[src/rtl/instr_encoder_pkg.sv]
// Shared RV32I field definitions used by the instruction encoder and decoder.
package instr_encoder_pkg;

  typedef enum logic [2:0] {
    FMT_R = 3'd0,
    FMT_I = 3'd1,
    FMT_S = 3'd2,
    FMT_B = 3'd3,
    FMT_U = 3'd4,
    FMT_J = 3'd5
  } fmt_e;

  localparam logic [1:0] OP_LOW = 2'b11;

  localparam logic [4:0] OP_IMM = 5'b00100;
  localparam logic [4:0] OP     = 5'b01100;
  localparam logic [4:0] STORE  = 5'b01000;
  localparam logic [4:0] BRANCH = 5'b11000;
  localparam logic [4:0] LUI    = 5'b01101;
  localparam logic [4:0] JAL    = 5'b11011;

  // True when v is representable as a signed value whose sign bit is v[msb].
  function automatic logic fits_signed(input logic [31:0] v, input int msb);
    logic signed [31:0] s;
    s = $signed(v) >>> msb;
    return (s == '0) || (s == '1);
  endfunction

endpackage

[src/rtl/instr_encoder_encode_imm.sv]
// Scatters an immediate into its RV32I bit positions for the given format and
// flags immediates the format cannot represent.
module encode_imm
  import instr_encoder_pkg::*;
(
  input  logic [2:0]  fmt_i,
  input  logic [31:0] imm_i,
  output logic [31:0] imm_bits_o,
  output logic        illegal_o
);

  always_comb begin
    imm_bits_o = '0;
    illegal_o  = 1'b0;
    case (fmt_i)
      FMT_R: ;
      FMT_I: begin
        imm_bits_o[31:20] = imm_i[11:0];
        illegal_o         = !fits_signed(imm_i, 11);
      end
      FMT_S: begin
        imm_bits_o[31:25] = imm_i[11:5];
        imm_bits_o[11:7]  = imm_i[4:0];
        illegal_o         = !fits_signed(imm_i, 11);
      end
      FMT_B: begin
        imm_bits_o[31]    = imm_i[12];
        imm_bits_o[30:25] = imm_i[10:5];
        imm_bits_o[11:8]  = imm_i[4:1];
        imm_bits_o[7]     = imm_i[11];
        illegal_o         = !fits_signed(imm_i, 12) || imm_i[0];
      end
      FMT_U: begin
        imm_bits_o[31:12] = imm_i[31:12];
        illegal_o         = |imm_i[11:0];
      end
      FMT_J: begin
        imm_bits_o[31]    = imm_i[20];
        imm_bits_o[30:21] = imm_i[10:1];
        imm_bits_o[20]    = imm_i[11];
        imm_bits_o[19:12] = imm_i[19:12];
        illegal_o         = !fits_signed(imm_i, 20) || imm_i[0];
      end
      default: illegal_o = 1'b1;
    endcase
  end

endmodule

[src/rtl/instr_encoder.sv]
// Streaming RV32I encoder: packs field bundles into words and writes them
// sequentially into IMEM through a single output register stage.
module instr_encoder
  import instr_encoder_pkg::*;
#(
  parameter int AW        = 10,
  parameter int BASE_ADDR = 0,
  parameter int DEPTH     = 1024
) (
  input  logic          CLK,
  input  logic          RST_X,
  input  logic          restart,
  input  logic          in_valid,
  output logic          in_ready,
  input  logic [2:0]    instr_format,
  input  logic [4:0]    opcode,
  input  logic [4:0]    rd,
  input  logic [4:0]    rs1,
  input  logic [4:0]    rs2,
  input  logic [2:0]    funct3,
  input  logic [6:0]    funct7,
  input  logic [31:0]   imm,
  output logic          mem_we,
  input  logic          mem_ready,
  output logic [AW-1:0] mem_addr,
  output logic [31:0]   mem_wdata,
  output logic [AW:0]   count,
  output logic          full,
  output logic          err,
  output logic [AW-1:0] err_addr
);

  localparam logic [AW-1:0] BASE_C  = AW'(BASE_ADDR);
  localparam logic [AW:0]   DEPTH_C = (AW+1)'(DEPTH);

  logic          we_q, we_d;
  logic [AW-1:0] addr_q, addr_d, err_addr_q, err_addr_d, slot;
  logic [31:0]   wdata_q, wdata_d, word, imm_bits;
  logic [AW:0]   count_q, count_d;
  logic          full_q, full_d, err_q, err_d;
  logic          illegal, done, block, accept;

  encode_imm u_encode_imm (
    .fmt_i      (instr_format),
    .imm_i      (imm),
    .imm_bits_o (imm_bits),
    .illegal_o  (illegal)
  );

  always_comb begin
    word = '0;
    case (instr_format)
      FMT_R:        word = {funct7, rs2, rs1, funct3, rd, opcode, OP_LOW};
      FMT_I:        word = {12'b0, rs1, funct3, rd, opcode, OP_LOW} | imm_bits;
      FMT_S, FMT_B: word = {7'b0, rs2, rs1, funct3, 5'b0, opcode, OP_LOW} | imm_bits;
      FMT_U, FMT_J: word = {20'b0, rd, opcode, OP_LOW} | imm_bits;
      default:      word = '0;
    endcase
  end

  // The pending word counts against capacity so the last slot is never overbooked.
  assign done     = we_q & mem_ready;
  assign block    = (count_q + {{AW{1'b0}}, we_q}) == DEPTH_C;
  assign in_ready = RST_X & ~restart & ~block & (~we_q | mem_ready);
  assign accept   = in_valid & in_ready;
  assign slot     = done ? addr_q + 1'b1 : addr_q;

  always_comb begin
    we_d       = we_q;
    addr_d     = addr_q;
    wdata_d    = wdata_q;
    count_d    = count_q;
    full_d     = full_q;
    err_d      = err_q;
    err_addr_d = err_addr_q;
    if (restart) begin
      we_d       = 1'b0;
      addr_d     = BASE_C;
      count_d    = '0;
      full_d     = 1'b0;
      err_d      = 1'b0;
      err_addr_d = '0;
    end else begin
      addr_d  = slot;
      count_d = count_q + {{AW{1'b0}}, done};
      full_d  = (count_d == DEPTH_C);
      if (accept) begin
        we_d = ~illegal;
        if (!illegal) wdata_d = word;
        // err_addr records only the first offending slot.
        if (illegal && !err_q) err_addr_d = slot;
        err_d = err_q | illegal;
      end else begin
        we_d = we_q & ~mem_ready;
      end
    end
  end

  always_ff @(posedge CLK or negedge RST_X) begin
    if (!RST_X) begin
      we_q       <= 1'b0;
      addr_q     <= BASE_C;
      wdata_q    <= '0;
      count_q    <= '0;
      full_q     <= 1'b0;
      err_q      <= 1'b0;
      err_addr_q <= '0;
    end else begin
      we_q       <= we_d;
      addr_q     <= addr_d;
      wdata_q    <= wdata_d;
      count_q    <= count_d;
      full_q     <= full_d;
      err_q      <= err_d;
      err_addr_q <= err_addr_d;
    end
  end

  assign mem_we    = we_q;
  assign mem_addr  = addr_q;
  assign mem_wdata = wdata_q;
  assign count     = count_q;
  assign full      = full_q;
  assign err       = err_q;
  assign err_addr  = err_addr_q;

endmodule
[config.mk]
export PLATFORM = sky130hd
export DESIGN_NAME = instr_encoder
export DESIGN_NICKNAME = d
export VERILOG_FILES = /design/src/rtl/instr_encoder_pkg.sv /design/src/rtl/instr_encoder_encode_imm.sv /design/src/rtl/instr_encoder.sv
export SDC_FILE = /design/constraint.sdc
export NUM_CORES = 1
export LEC_CHECK = 0
export CORE_ASPECT_RATIO = 2
export CORE_MARGIN = 2
export CORE_UTILIZATION = 49
export CTS_BUF_LIST = sky130_fd_sc_hd__clkbuf_16
export DETAILED_ROUTE_END_ITERATION = 10
export GPL_ROUTABILITY_DRIVEN = 0
export PLACE_DENSITY = 0.86
export SYNTH_ARGS = -nofsm -noshare
export SYNTH_HDL_FRONTEND = slang
export SYNTH_SLANG_ARGS = --single-unit
export TNS_END_PERCENT = 20
[constraint.sdc]
create_clock -name CLK -period 5.2 [get_ports CLK]
set_clock_uncertainty 0.15 [all_clocks]
set_input_delay 0.52 -clock CLK [delete_from_list [all_inputs] [get_ports CLK]]
set_output_delay 0.52 -clock CLK [all_outputs]
set_load 0.01 [all_outputs]
Yosys cells after proc, flatten, opt, wreduce, memory -nomap -nowiden:

Index checks and enable logic that the tools add are counted.

* bits in registers: 66
* bits of input ports: 70
* output and inout port bits: 67
* logic and storage cells: 75

* add/subtract/negate cells: 3
* equality and inequality tests: 10
* mux-type cells: 17
* bitwise operators: 16
* reduce and logical (&&, ||, !) cells: 22

Operators with widths (count)
* 32-bit case mux with 4 select lines: 1
* 32-bit equality test, second input constant: 3
* 32-bit zero test: 3
* 10-bit 2-to-1 mux: 5
* 12-bit by 32-bit OR with 32-bit output: 1
* 20-bit by 32-bit OR with 32-bit output: 1
* 25-bit by 32-bit OR with 32-bit output: 1
* 7-bit case mux with 4 select lines: 1
* 11-bit by 1-bit adder with 11-bit output: 2
* 11-bit equality test, second input constant: 2
* 5-bit case mux with 3 select lines: 1
* 12-bit OR reduction: 1
* 11-bit 2-to-1 mux: 1
* 10-bit by 1-bit adder with 10-bit output, second input constant: 1
* 5-bit case mux with 2 select lines: 1
* 8-bit 2-to-1 mux: 1
* 1-bit AND: 6
* 3-bit by 2-bit equality test with 1-bit output, second input constant: 2
* 3-bit equality test, second input constant: 2
* 2-bit OR reduction: 3
* 1-bit logical OR: 5
* 1-bit 2-to-1 mux: 5
* 1-bit NOT: 5
* 1-bit case mux with 5 select lines: 1
* 8 further kinds: 13

Depth between registers and ports, before layout:

* depth after elaboration: 9
* depth in mapped cells: 11
* mapped depth without buffers: 9

Modules after synthesis:

Synthesis repeated with hierarchy kept, for this count alone.

* cell total of the unflattened synthesis: 451
* area, all modules: 4270.3 um^2

By module, submodules not included
* instr_encoder: times used 1, cells each 352, area an instance 3653.5 um^2, sequential area each 1626.6 um^2
* encode_imm: times used 1, cells each 99, area an instance 616.8 um^2, sequential area each 0.0 um^2

Worst setup path after synthesis:

Ideal clock, no wire load.

* path kind: input-to-reg
* start: input port instr_format[0]
* end: register wdata_q[10] (netlist: mem_wdata[10])
* library setup time: 0.125 ns
* arrival time: 2.366 ns
* data required time: 4.925 ns
* slack: 2.559 ns
* stages on the path: 11
* cell sequence: buf_2 nor2b_1 clkbuf_1 a22oi_1 a2bb2oi_1 o221ai_1 and3_1 and3b_1 buf_6 buf_6 mux2_4

* word-level cells in the longest chain between the ends: 5
* elaborated cells on any way between the ends: 17
* classes of those cells: eq/ne: 5; mux: 3; bitwise: 4; reduce/logical: 5

Ends and longest elaborated chain
* start: declaration: RTL line instr_encoder.sv:15 `input logic [2:0] instr_format,`
* 3-bit by 1-bit equality test with 1-bit output / 3-bit by 2-bit equality test with 1-bit output (equally long branches): RTL line instr_encoder_encode_imm.sv:15, instr_encoder.sv:52
* 2-bit OR reduction (no line)
* 1-bit case mux with 5 select lines: RTL line instr_encoder_encode_imm.sv:15 `case (fmt_i)`
* 1-bit NOT (no line)
* 3-bit AND reduction (no line)
* end signal: assignment: RTL line instr_encoder.sv:111 `wdata_q <= wdata_d;`
* end: declaration: RTL line instr_encoder.sv:38 `logic [31:0] wdata_q, wdata_d, word, imm_bits;`

Parallel ways exist; a longest one is shown, timed or not.
A chain may end at the register's enable or synchronous reset.

Worst setup path in the final report:

* start: input port instr_format[0]
* end: register wdata_q[5] (netlist: mem_wdata[5])

The elaborated chain is that of the path after synthesis.

==> flow_summary.json <==
{
  "grt_pass1_wl_um": 16700,
  "async_flop_share": 1.00,
  "synth_area_mm2": 0.00385,
  "cts.path.max_buffers": 2,
  "synth.avg_cell_area_um2": 9.83,
  "power_density_mw_per_mm2": 290,
  "die_w_um": 66.7,
  "max_cap_violations": 0,
  "wl_per_cell_um": 17.1,
  "overflow": 0,
  "cts-root-buf": "clkbuf_16",
  "start_util": 0.507,
  "placed_area_mm2": 0.00524,
  "drc": 0,
  "period_needed_ps": 3690,
  "clk_pin_slew_ps": 50,
  "hold_class": "in2async",
  "critPathLaunchType": "primary input",
  "critPathRequiredTime_ps": 5250,
  "num_rows": 45,
  "path_max_fanout": 32,
  "yosys.area.top_type": "dfrtp_1",
  "vias_per_cell": 5.54,
  "syn_to_final_growth_pct": 43.2,
  "vias": 3434,
  "setup_viol": 0,
  "power_switching_w": 0.000396,
  "cts_resized": 0,
  "grt_pass1_vias": 3431,
  "synthAdderAreaFrac": 0.0162,
  "worstSkewPairLatency_ps": 320,
  "cts_num_sinks": 65,
  "drt_iter0_drc": 288,
  "worst_pin_slew_ps": 996,
  "synth_top_family_by_area": "simple AND/OR/NAND/NOR gates",
  "die_area_mm2": 0.00863,
  "postRouteAntennaNets": 0,
  "critPathKind": "in2reg",
  "synthTopCellsByArea": "dfrtp_1 (42%), mux2_4 (11%), mux2_2 (4.4%)",
  "ios": 137,
  "arrival_ps": 3740,
  "dpl.hpwl_um": 8110,
  "netSwitchingFraction": 0.247,
  "htree_levels": 3,
  "synth-seq-cells": 65,
  "synthXorXnorAreaFrac": 0.0477,
  "postCtsSetupRepairBufs": 0,
  "syn_inst": 392,
  "rsz0062_at_grt": "no",
  "synth-warning-count": 0,
  "synth_compound_area_frac": 0.0990,
  "drive_gt1_frac": 0.131,
  "combPwrFrac": 0.262,
  "final_area_mm2": 0.00552,
  "hold_buffers": 0,
  "dr.pass1.iters": 4,
  "muxShareOfSynthArea": 0.176,
  "antenna_found_initial": 0,
  "max_slew_margin": 0.336,
  "period_share": 0.709,
  "end_kind": "register",
  "p_int_w": 0.00120,
  "max-vdd-ir-drop_mv": 0.163,
  "pre_cts_ws_ps": 1210,
  "p_leak_nw": 2.42,
  "ys_types": 44,
  "synthesis.nets": 467,
  "numCtsBuffers": 9,
  "slew_viol_final": 0,
  "io_buffers": 136,
  "wl_um": 10600,
  "fin_ws_ps": 1510,
  "yosys-top-cells-count": "dfrtp_1 (65), nor2_1 (39), nand2_1 (33)",
  "setup_tns_ps": 0,
  "timing.fmax_mhz": 271,
  "fin_util": 0.726,
  "synth_flop_cell": "dfrtp_1",
  "yosysMostFrequentCell": "dfrtp_1",
  "synth-simple-area-share": 0.183,
  "status": "complete, no violations",
  "die_y_um": 129,
  "nets": 595,
  "seq_power_share": 0.389,
  "core-area_mm2": 0.00760,
  "yosysSeqAreaShare": 0.422,
  "grt.total_usage": 0.258,
  "power_frac_clock": 0.349,
  "grt_max_degree": 66,
  "cts_tree": "yes",
  "finalHoldViolCount": 0,
  "synth_edf_count": 0,
  "synth_top_area_share": 0.422
}
-- layout make-up --
class | instances | area [um^2]
Timing Repair Buffer | 143 | 1410
Multi-Input combinational cell | 284 | 2020
Sequential cell | 65 | 1630
Clock buffer | 9 | 225
Inverter | 17 | 63.8
Tap cell | 94 | 118
Antenna cell | 1 | 2.50
Clock inverter | 7 | 55.1
Fill cell | 566 | 2080
-- registers in the layout, indices dropped and copies added (netlist names) --
register / flops
mem_wdata: 31
count: 11
err_addr: 10
mem_addr: 10
err: 1
full: 1
mem_we: 1
-- metal layers --
metal	GRT usage	wire, um	vias up
li1	-	-	1626
met1	0.271	3730	1647
met2	0.468	6020	133
met3	0.0469	466	28
met4	0.148	398	0
met5	0	0	-
-- power by group through the flow --
| stage | combinational [W] | sequential (W) | clock [W] |
|---|---|---|---|
| CTS | 0.000424 | 0.000623 | 0.000569 |
| finish | 0.000420 | 0.000622 | 0.000559 |
| floorplan | 0.000149 | 0.000650 | 0 |
| global route | 0.000445 | 0.000630 | 0.000596 |
| global placement | 0.000412 | 0.000628 | 0 |
| detailed placement | 0.000423 | 0.000628 | 0 |
-- cells in the final DEF (no fill, tap or decap), drive strengths merged, types with 2 or more instances in the layout --
| cell type | instances |
|---|---|
| mux2 | 43 |
| xor2 | 11 |
| clkdlybuf4s50 | 135 |
| dfrtp | 65 |
| nand2 | 33 |
| nor4 | 10 |
| buf | 8 |
| or2 | 2 |
| clkinv | 3 |
| a22oi | 5 |
| mux2i | 9 |
| nor2 | 39 |
| ha | 5 |
| inv | 20 |
| nor3 | 5 |
| nand4 | 7 |
| o21ai | 29 |
| nand3 | 9 |
| and2 | 2 |
| nor4b | 2 |
| or3 | 2 |
| a21oi | 14 |
| o22ai | 4 |
| xnor2 | 10 |
| and3 | 8 |
| clkbuf | 9 |
| nor2b | 20 |
| a31oi | 3 |
-- cell families after synthesis --
| group | Yosys count |
|---|---|
| compound gates | 64 |
| xor+xnor | 21 |
| fa+ha+maj | 5 |
| buf+inv | 43 |
| flops | 65 |
| mux | 52 |
| simple gates | 142 |
-- worst max-delay path: stages --
cell,delay [ps]
clkdlybuf4s50_1,450
buf_4,260
nor2b_1,430
a22oi_1,170
a2bb2oi_1,180
o221ai_1,170
and3_1,240
and3b_2,880
mux2_2,430
-- final timing paths --
kind | startpoint | endpoint | slack (ps) | depth (start not counted)
min in group CLK | mem_wdata[4] | mem_wdata[4] | 350 | 1
hold / removal | RST_X | count[3] | 220 | 2
setup reg to reg | count[0] | mem_wdata[5] | 1860 | 9
max in group asynchronous | RST_X | mem_wdata[14] | 4120 | 2
hold reg to reg | mem_wdata[4] | mem_wdata[4] | 350 | 1
setup / recovery | instr_format[0] | mem_wdata[5] | 1510 | 9
-- metrics by stage --
step | std cells | hold WS, ps | power (W)
after CTS | 619 | 261 | 0.00162
after floorplan | 392 | 74.4 | 0.000799
after detailed placement | 603 | 350 | 0.00105
after global placement | 603 | 349 | 0.00104
final | 620 | 224 | 0.00160
after global routing | 619 | 306 | 0.00167
No activity file was read; power rests on OpenSTA's default activity.
